$ cat config.mk
export PLATFORM = sky130hd
export DESIGN_NAME = serial_subtractor
export DESIGN_NICKNAME = d
export VERILOG_FILES = /design/src/rtl/serial_subtractor.sv
export SDC_FILE = /design/constraint.sdc
export NUM_CORES = 1
export LEC_CHECK = 0
export ABC_AREA = 1
export ABC_CLOCK_PERIOD_IN_PS = 1800
export CAP_MARGIN = 20
export CORE_MARGIN = 8
export CORE_UTILIZATION = 47
export CTS_CLUSTER_DIAMETER = 100
export DETAILED_ROUTE_END_ITERATION = 6
export DONT_BUFFER_PORTS = 1
export GPL_TIMING_DRIVEN = 0
export PLACE_DENSITY_LB_ADDON = 0.25
export SYNTH_ARGS = -nofsm -noshare
export SYNTH_HDL_FRONTEND = slang
export SYNTH_SLANG_ARGS = --single-unit
$ cat constraint.sdc
create_clock -name clk -period 1.8 [get_ports clk]
set_clock_uncertainty 0.1 [all_clocks]
set_input_delay 0.18 -clock clk [delete_from_list [all_inputs] [get_ports clk]]
set_output_delay 0.18 -clock clk [all_outputs]
set_load 0.05 [all_outputs]
$ cat src/rtl/serial_subtractor.sv
// rtl/serial_subtractor.sv - bit-serial a - b - bin, LSB first, one bit per clock
module serial_subtractor #(
  parameter int WIDTH = 4
) (
  input  logic             clk,
  input  logic             reset_n,
  input  logic             start,
  input  logic [WIDTH-1:0] a,
  input  logic [WIDTH-1:0] b,
  input  logic             bin,
  output logic             busy,
  output logic             done,
  output logic [WIDTH-1:0] diff,
  output logic             bout
);

  localparam int CW = (WIDTH > 2) ? $clog2(WIDTH) : 1;
  localparam logic [CW-1:0] LAST = CW'(WIDTH - 1);

  typedef enum logic [1:0] {
    IDLE = 2'd0,
    RUN  = 2'd1,
    DONE = 2'd2
  } state_t;

  state_t           state;
  state_t           state_next;
  logic [WIDTH-1:0] a_reg;
  logic [WIDTH-1:0] b_reg;
  logic [WIDTH-1:0] sr;
  logic             c;
  logic [CW-1:0]    cnt;

  logic x;
  logic y;
  logic d;
  logic c_next;
  logic accept;
  logic last_bit;

  assign x        = a_reg[0];
  assign y        = b_reg[0];
  assign d        = x ^ y ^ c;
  assign c_next   = (~x & y) | (~(x ^ y) & c);
  assign accept   = start && (state != RUN);
  assign last_bit = (cnt == LAST);

  always_ff @(posedge clk or negedge reset_n) begin
    if (!reset_n) begin
      state <= IDLE;
    end else begin
      state <= state_next;
    end
  end

  always_comb begin
    state_next = state;
    case (state)
      IDLE:    if (start) state_next = RUN;
      RUN:     if (last_bit) state_next = DONE;
      DONE:    state_next = start ? RUN : IDLE;
      default: state_next = IDLE;
    endcase
  end

  // Result regs only move on the completing edge so they hold through IDLE and the next RUN.
  always_ff @(posedge clk or negedge reset_n) begin
    if (!reset_n) begin
      a_reg <= '0;
      b_reg <= '0;
      sr    <= '0;
      c     <= 1'b0;
      cnt   <= '0;
      diff  <= '0;
      bout  <= 1'b0;
    end else if (accept) begin
      a_reg <= a;
      b_reg <= b;
      sr    <= '0;
      c     <= bin;
      cnt   <= '0;
    end else if (state == RUN) begin
      a_reg <= a_reg >> 1;
      b_reg <= b_reg >> 1;
      sr    <= {d, sr[WIDTH-1:1]};
      c     <= c_next;
      cnt   <= cnt + 1'b1;
      if (last_bit) begin
        diff <= {d, sr[WIDTH-1:1]};
        bout <= c_next;
      end
    end
  end

  assign busy = (state == RUN);
  assign done = (state == DONE);

endmodule

==> key figures, run 1 <==
Worst setup path
  – CP Capture Type: primary output
  – R2r setup slk: about 0.50 ns
  – CP required: 1.52 ns
  – Critical path type: register to primary output
  – Crit-path cells: nor2_2
  – Worst setup SP type: register
  – Critical path's slowest cell: nor2_2
  – Delay-heaviest family, CP: simple AND/OR/NAND/NOR gates
  – Critical path peak fanout: 4
  – CP Buf/Inv Count: 0
  – Slowest stage delay, CP: roughly 0.48 ns
  – Critical path arrival: 1.25 ns

Logic synthesis
  – Syn nets: roughly 120
  – Async S/R FF share, synth: 100%
  – Distinct cells, synth: 14
  – Top-count cell post-synth: nand2_1
  – Post-synth EDFFs: 0
  – Post-Synthesis Cells: between 100 and 150
  – Yosys reg bits: 21
  – Cell Area, Synth: 961 um2
  – Top cell type by total area after synthesis: dfrtp_1
  – Prevailing post-synth register cell: dfrtp_1
  – Yosys Warn Count: 0
  – Top cells by area in the synthesized netlist: dfrtp_1, nand3_1, nand2_1
  – Top cells by count, synth: nand2_1, nand3_1, dfrtp_1, inv_1, buf_6
  – Synth top area share: a little over half
  – Mean Syn Cell Area: 9.24 um2
  – Post-synthesis sequential area ratio: 54.7%

Run
  – Maxcap violations: 0

STA
  – Final slew viol count: 0
  – Final hold violations: 0
  – Worst-Margin Slew: 0.552 ns
  – Hold_ws: 0.0428 ns
  – Worst Setup Slack, final: 0.272 ns
  – Final setup viols: 0
  – RSZ-0062 raised after global routing: no
  – Relative slew margins: a little over three fifths
  – Final min period: 1.53 ns
  – FMAX: about 650 MHz
  – Period utilisation layout: between 80% and 90%
  – Setup TNS: 0 ns

Floorplanning
  – Starting density of the core: 49.5%
  – # rows: 16
  – Die area: 0.00375 mm2
  – I/O pin cnt: 19
  – Core footprint: 0.00194 mm2
  – Die width: 61.2 um
  – Die Y: just over 60 um

Clock tree
  – Worst skew pair latency: approximately 0.3 ns
  – TritonCTS Buffers: 3
  – CTS sink cnt: 21
  – Clock Path Buffers: 2
  – CTS tree: done
  – Post-CTS Setup Bufs: 0
  – Clk root buf: clkbuf_4
  – Clock Pin Slew Worst Setup and Hold Paths: between 0.1 and 0.15 ns
  – H-tree levels: 1

Placement
  – Placed cells: roughly 130
  – Final Wtd Congestion: 0.792
  – Buffers added on ports: 0
  – Pre-CTS setup slack: 0.372 ns

Detailed routing
  – Per-cell routed wire length: 13.7 um
  – Routed WL: 2000 um
  – First-pass iteration count of the detailed router: 4
  – Antenna Nets Post-Route: 0
  – Vias: 761
  – Vias/cell: 5.21
  – DR DRC count: 0
  – Drt initial violations: 27

Final layout
  – Area grow syn2layout: 18.5%
  – Diode count: 0
  – Count of non-filler cells in the finished layout: 146
  – Fin nets: 134
  – Share of cells above drive strength 1: 12.6%
  – Final core utilization: 58.6%

Power
  – Max rail drop VDD: 0.872 mV
  – Total net switching power: 0.000954 W
  – Sw Ratio: a little under half
  – Pint: 0.00107 W
  – Part of the power in the clock network: 11.1%
  – Flop pwr share: 49.7%
  – Combinational power share: 39.1%
  – Leakage: between 0.5 and 0.6 nW
  – Pwr dens: approximately 1800 mW/mm2

Global routing
  – First-pass GRT wire length: roughly 3300 um
  – Grt total ovfl: 0
  – Vias in the first global route: 709
  – Initial antenna violation count: 0
  – Largest net degree at the start of global routing: 22
  – Total Routing Usage GR: about an eighth

Status
  – Status: completed

Hold path
  – Min-Delay Path Class: input port to register
## layout by cell type, fill, tap and decap left out
cell / Yosys / layout
nand2_1: 31 / 31
buf_6: 4 / 4
nor2_4: 2 / 2
nand2_4: 1 / 1
dlygate4sd3_1: 0 / 10
clkbuf_1: 0 / 1
buf_8: 0 / 1
inv_2: 2 / 2
o22ai_1: 1 / 1
nand3_1: 30 / 30
fa_1: 1 / 1
buf_4: 1 / 1
ha_1: 1 / 1
dfrtp_1: 21 / 21
o21ai_1: 2 / 2
clkbuf_4: 0 / 3
nor2_2: 0 / 1
inv_1: 6 / 6
## final cells by class
| cell class | count | area (um2) |
|---|---|---|
| timing repair buffer | 11 | 115 |
| sequential | 21 | 526 |
| multi-input combinational | 70 | 355 |
| inverter | 8 | 30.0 |
| clock buffer | 4 | 26.3 |
| buffer | 5 | 52.6 |
| tap | 27 | 33.8 |
| fill | 169 | 803 |
## per-layer routing
metal | GRT usage [%] | part of all wire (%) | vias up
met5 | 0 | 0 | -
met4 | 5.98 | 0.95 | 0
met3 | 2.09 | 2.6 | 4
met2 | 18.2 | 51 | 18
met1 | 15.5 | 46 | 371
li1 | - | - | 368
## final timing paths
check                           cells after the start        to     start
worst max-delay path                                1      done  state[0]
worst min-delay path                                3  b_reg[3]     start
worst max register to register                      3     sr[3]  a_reg[0]
worst min register to register                      2   diff[0]     sr[1]
max in group asynchronous                           2         c   reset_n
min in group asynchronous                           1      bout   reset_n
## stage by stage
step / instance area, um2 / total power [W]
6_report: 1140 / 0.00202
5_1_grt: 1140 / 0.00215
4_1_cts: 1120 / 0.00203
3_5_place_dp: 995 / 0.00178
3_3_place_gp: 995 / 0.00175
2_1_floorplan: 961 / 0.00161
## power by group through the flow
stage / Clock (W) / Sequential [W] / Combinational (W)
2_1_floorplan: 0 / 0.000977 / 0.000630
3_3_place_gp: 0 / 0.00100 / 0.000741
3_5_place_dp: 0 / 0.00102 / 0.000760
4_1_cts: 0.000232 / 0.00101 / 0.000792
5_1_grt: 0.000246 / 0.00103 / 0.000875
6_report: 0.000225 / 0.00100 / 0.000790
## logic make-up (layout without fill, tap and decap cells)
logic type      count (synthesis)  after routing  synth area share (%)
fa+ha+maj                       2              2                  3.39
simple gates                   65             65                  31.6
flops                          21             21                  54.7
compound gates                  3              3                  1.69
buf+inv                        13             28                  8.59
## repair_timing
| action | 4_1_cts | 5_1_grt |
|---|---|---|
| endpoints found under the hold margin | 30 | 0 |
| gates resized for setup | 0 | 1 |
| hold buffers | 10 | 0 |
| setup endpoints to repair | 0 | 1 |
(Power assumes the default switching activity.)
==> inputs of run 2 (changes only) <==
--- a/config.mk
+++ b/config.mk
@@ -6,7 +6,7 @@
 export NUM_CORES = 1
 export LEC_CHECK = 0
 export ABC_AREA = 1
-export ABC_CLOCK_PERIOD_IN_PS = 1800
+export ABC_CLOCK_PERIOD_IN_PS = 1550
 export CAP_MARGIN = 20
 export CORE_MARGIN = 8
 export CORE_UTILIZATION = 47
==> constraint.sdc (replaced) <==
create_clock -name clk -period 1.55 [get_ports clk]
set_clock_uncertainty 0.1 [all_clocks]
set_input_delay 0.155 -clock clk [delete_from_list [all_inputs] [get_ports clk]]
set_output_delay 0.155 -clock clk [all_outputs]
set_load 0.05 [all_outputs]
==> results of run 2 <==
The final DEF is identical to that of run 1. Status: completed.
Main changes from that run: setup slack after placement 0.372 ns -> 0.147 ns; number of gates resized after CTS 0 -> 1; via count of the first global-routing pass 709 -> 708; met1 usage 15.5% -> 15.7%; met3 usage 2.09% -> 1.88%; setup slack after layout 0.272 ns -> 0.0466 ns; hold slack 0.0428 ns -> 0.0178 ns; register-to-register setup slack 0.50 ns -> 0.25 ns; total power 0.00202 W -> 0.00235 W; worst IR drop on VDD 0.872 mV -> 1.01 mV
==> inputs of run 3 (changes only) <==
--- a/config.mk
+++ b/config.mk
@@ -6,9 +6,8 @@
 export NUM_CORES = 1
 export LEC_CHECK = 0
 export ABC_AREA = 1
-export ABC_CLOCK_PERIOD_IN_PS = 1550
+export ABC_CLOCK_PERIOD_IN_PS = 1900
 export CAP_MARGIN = 20
-export CORE_MARGIN = 8
 export CORE_UTILIZATION = 47
 export CTS_CLUSTER_DIAMETER = 100
 export DETAILED_ROUTE_END_ITERATION = 6
==> constraint.sdc (replaced) <==
create_clock -name clk -period 1.9 [get_ports clk]
set_clock_uncertainty 0.1 [all_clocks]
set_input_delay 0.19 -clock clk [delete_from_list [all_inputs] [get_ports clk]]
set_output_delay 0.19 -clock clk [all_outputs]
set_load 0.05 [all_outputs]
==> run 3 against run 2 <==
  * Global-route usage grew 7.6 points
  * Via count decreased by 2.0%
  * Highest routed layer unchanged
  * Total power decreased by 19%
  * Clock power is 18% lower
  * Cell count shrank 2.1%
  * Count of clock-buffer cells in the layout unchanged
  * Critical endpoint unchanged
  * Die area shrank 41%
==> key figures, run 3 (synthesized netlist as in run 1, its figures left out) <==
Floorplanning
  – Die width: 47.2 um
  – Die area: 0.00223 mm2
  – I/O pin cnt: 19
  – # rows: 15
  – Core footprint: 0.00182 mm2
  – Starting density of the core: 52.8%
  – Die Y: 47.2 um

Final layout
  – Most common cell after layout, fill and taps aside: nand2_1
  – Area grow syn2layout: 16.4%
  – Share of cells above drive strength 1: about 11%
  – Final instance area: approximately 0.0011 mm2
  – Fin nets: between 100 and 150
  – Diode count: 0
  – Most frequent cells in the layout: nand2_1, nand3_1, dfrtp_1, dlygate4sd3_1, inv_1
  – Fill count: 169

Detailed routing
  – First-pass iteration count of the detailed router: 4
  – Vias: 746
  – DR DRC count: 0
  – Vias/cell: 5.22
  – Antenna Nets Post-Route: 0
  – Routed WL: approximately 1800 um
  – Per-cell routed wire length: around 13 um
  – Drt initial violations: 17

Clock tree
  – Clock Pin Slew Worst Setup and Hold Paths: roughly 0.11 ns
  – Worst skew pair latency: 0.30 ns
  – # hold bufs at CTS: 10
  – Post_cts resized: 0
  – Clk root buf: clkbuf_4
  – CTS tree: done
  – CTS sink cnt: 21
  – H-tree levels: 1
  – Clock Path Buffers: 2
  – TritonCTS Buffers: 3
  – Post-CTS Setup Bufs: 0

Worst setup path
  – CP required: around 1.6 ns
  – Crit-path cells: nor2_1
  – Critical path's slowest cell: nor2_1
  – CP Capture Type: primary output
  – Worst setup SP type: register
  – R2r setup slk: 0.60 ns
  – CP Buf/Inv Count: 0
  – Worst R2R End: sr[3]
  – Critical path arrival: 1.47 ns
  – Delay-heaviest family, CP: simple AND/OR/NAND/NOR gates
  – R2R depth: 3
  – Critical path peak fanout: 4
  – Slowest stage delay, CP: just over 0.7 ns
  – Critical path type: register to primary output
  – Critical Path Start: state[0]
  – Worst reg2reg startpoint: a_reg[0]

Power
  – Leakage: between 0.5 and 0.6 nW
  – Max rail drop VDD: 0.824 mV
  – Pwr dens: 1700 mW/mm2
  – Total net switching power: 0.000891 W
  – PnR Total Power: ~0.0019 W
  – Part of the power in the clock network: 11.2%
  – Pint: 0.00101 W
  – Combinational power share: between 30 and 40%
  – Sw Ratio: a little under half
  – Flop pwr share: 49.9%

STA
  – Final setup viols: 0
  – Final min period: about 1.8 ns
  – Final slew viol count: 0
  – Worst-Margin Slew: ~0.94 ns
  – Relative slew margins: a little under two fifths
  – Hold_ws: 0.0505 ns
  – Final hold violations: 0
  – FMAX: 568 MHz
  – RSZ-0062 raised after global routing: no
  – Setup TNS: 0 ns
  – Period utilisation layout: between 90% and 100%

Global routing
  – Total Routing Usage GR: 19.5%
  – Initial antenna violation count: 0
  – First-pass GRT wire length: 2840 um
  – Largest net degree at the start of global routing: 22
  – Grt total ovfl: 0
  – Vias in the first global route: 633

Status
  – Status: completed

Placement
  – Final Wtd Congestion: ~0.77
  – Buffers added on ports: 0
  – Post-detail-place hpwl: 1250 um
  – Placed inst area: approximately 990 um2

Hold path
  – Min-Delay Path Class: input port to register
  – Hold depth: 3
  – Worst Hold Endpoint: a_reg[3]
  – Beginning of the worst hold path: start

Run
  – Maxcap violations: 0
[run 3: power groups by stage]
stage | combinational, W | clock (W) | sequential [W]
after global routing | 0.000824 | 0.000238 | 0.000972
after global placement | 0.000699 | 0 | 0.000948
after detailed placement | 0.000716 | 0 | 0.000958
after CTS | 0.000745 | 0.000219 | 0.000949
after floorplan | 0.000597 | 0 | 0.000926
final | 0.000737 | 0.000213 | 0.000947
[run 3: worst max path at each step]
stage	end	cells past startpoint
finish	done	1
global route	done	2
CTS	done	1
detailed placement	done	1
global placement	done	1
floorplan	done	1
[run 3: area by class of cell]
type	instances	area, um2	share of cell area (%)
sequential	21	526	47.0
multi-input combinational	70	353	31.5
timing repair buffer	10	100	8.95
buffer	5	52.6	4.70
tap	25	31.3	2.80
inverter	8	30.0	2.68
clock buffer	4	26.3	2.35
[run 3: stage by stage]
stage | utilization [%] | std cells | setup WS, ns
finish | 61.4 | 143 | 0.139
global route | 61.4 | 143 | 0.0602
CTS | 61.4 | 143 | 0.125
detailed placement | 54.5 | 129 | 0.476
global placement | 54.5 | 129 | 0.491
floorplan | - | 104 | 0.513
[run 3: metal layers]
layer | track usage [%] | part of all wire [%]
met1 | 26.8 | 46
met2 | 27.8 | 47
met3 | 5.77 | 5.5
met4 | 10.3 | 1.3
met5 | 0 | 0
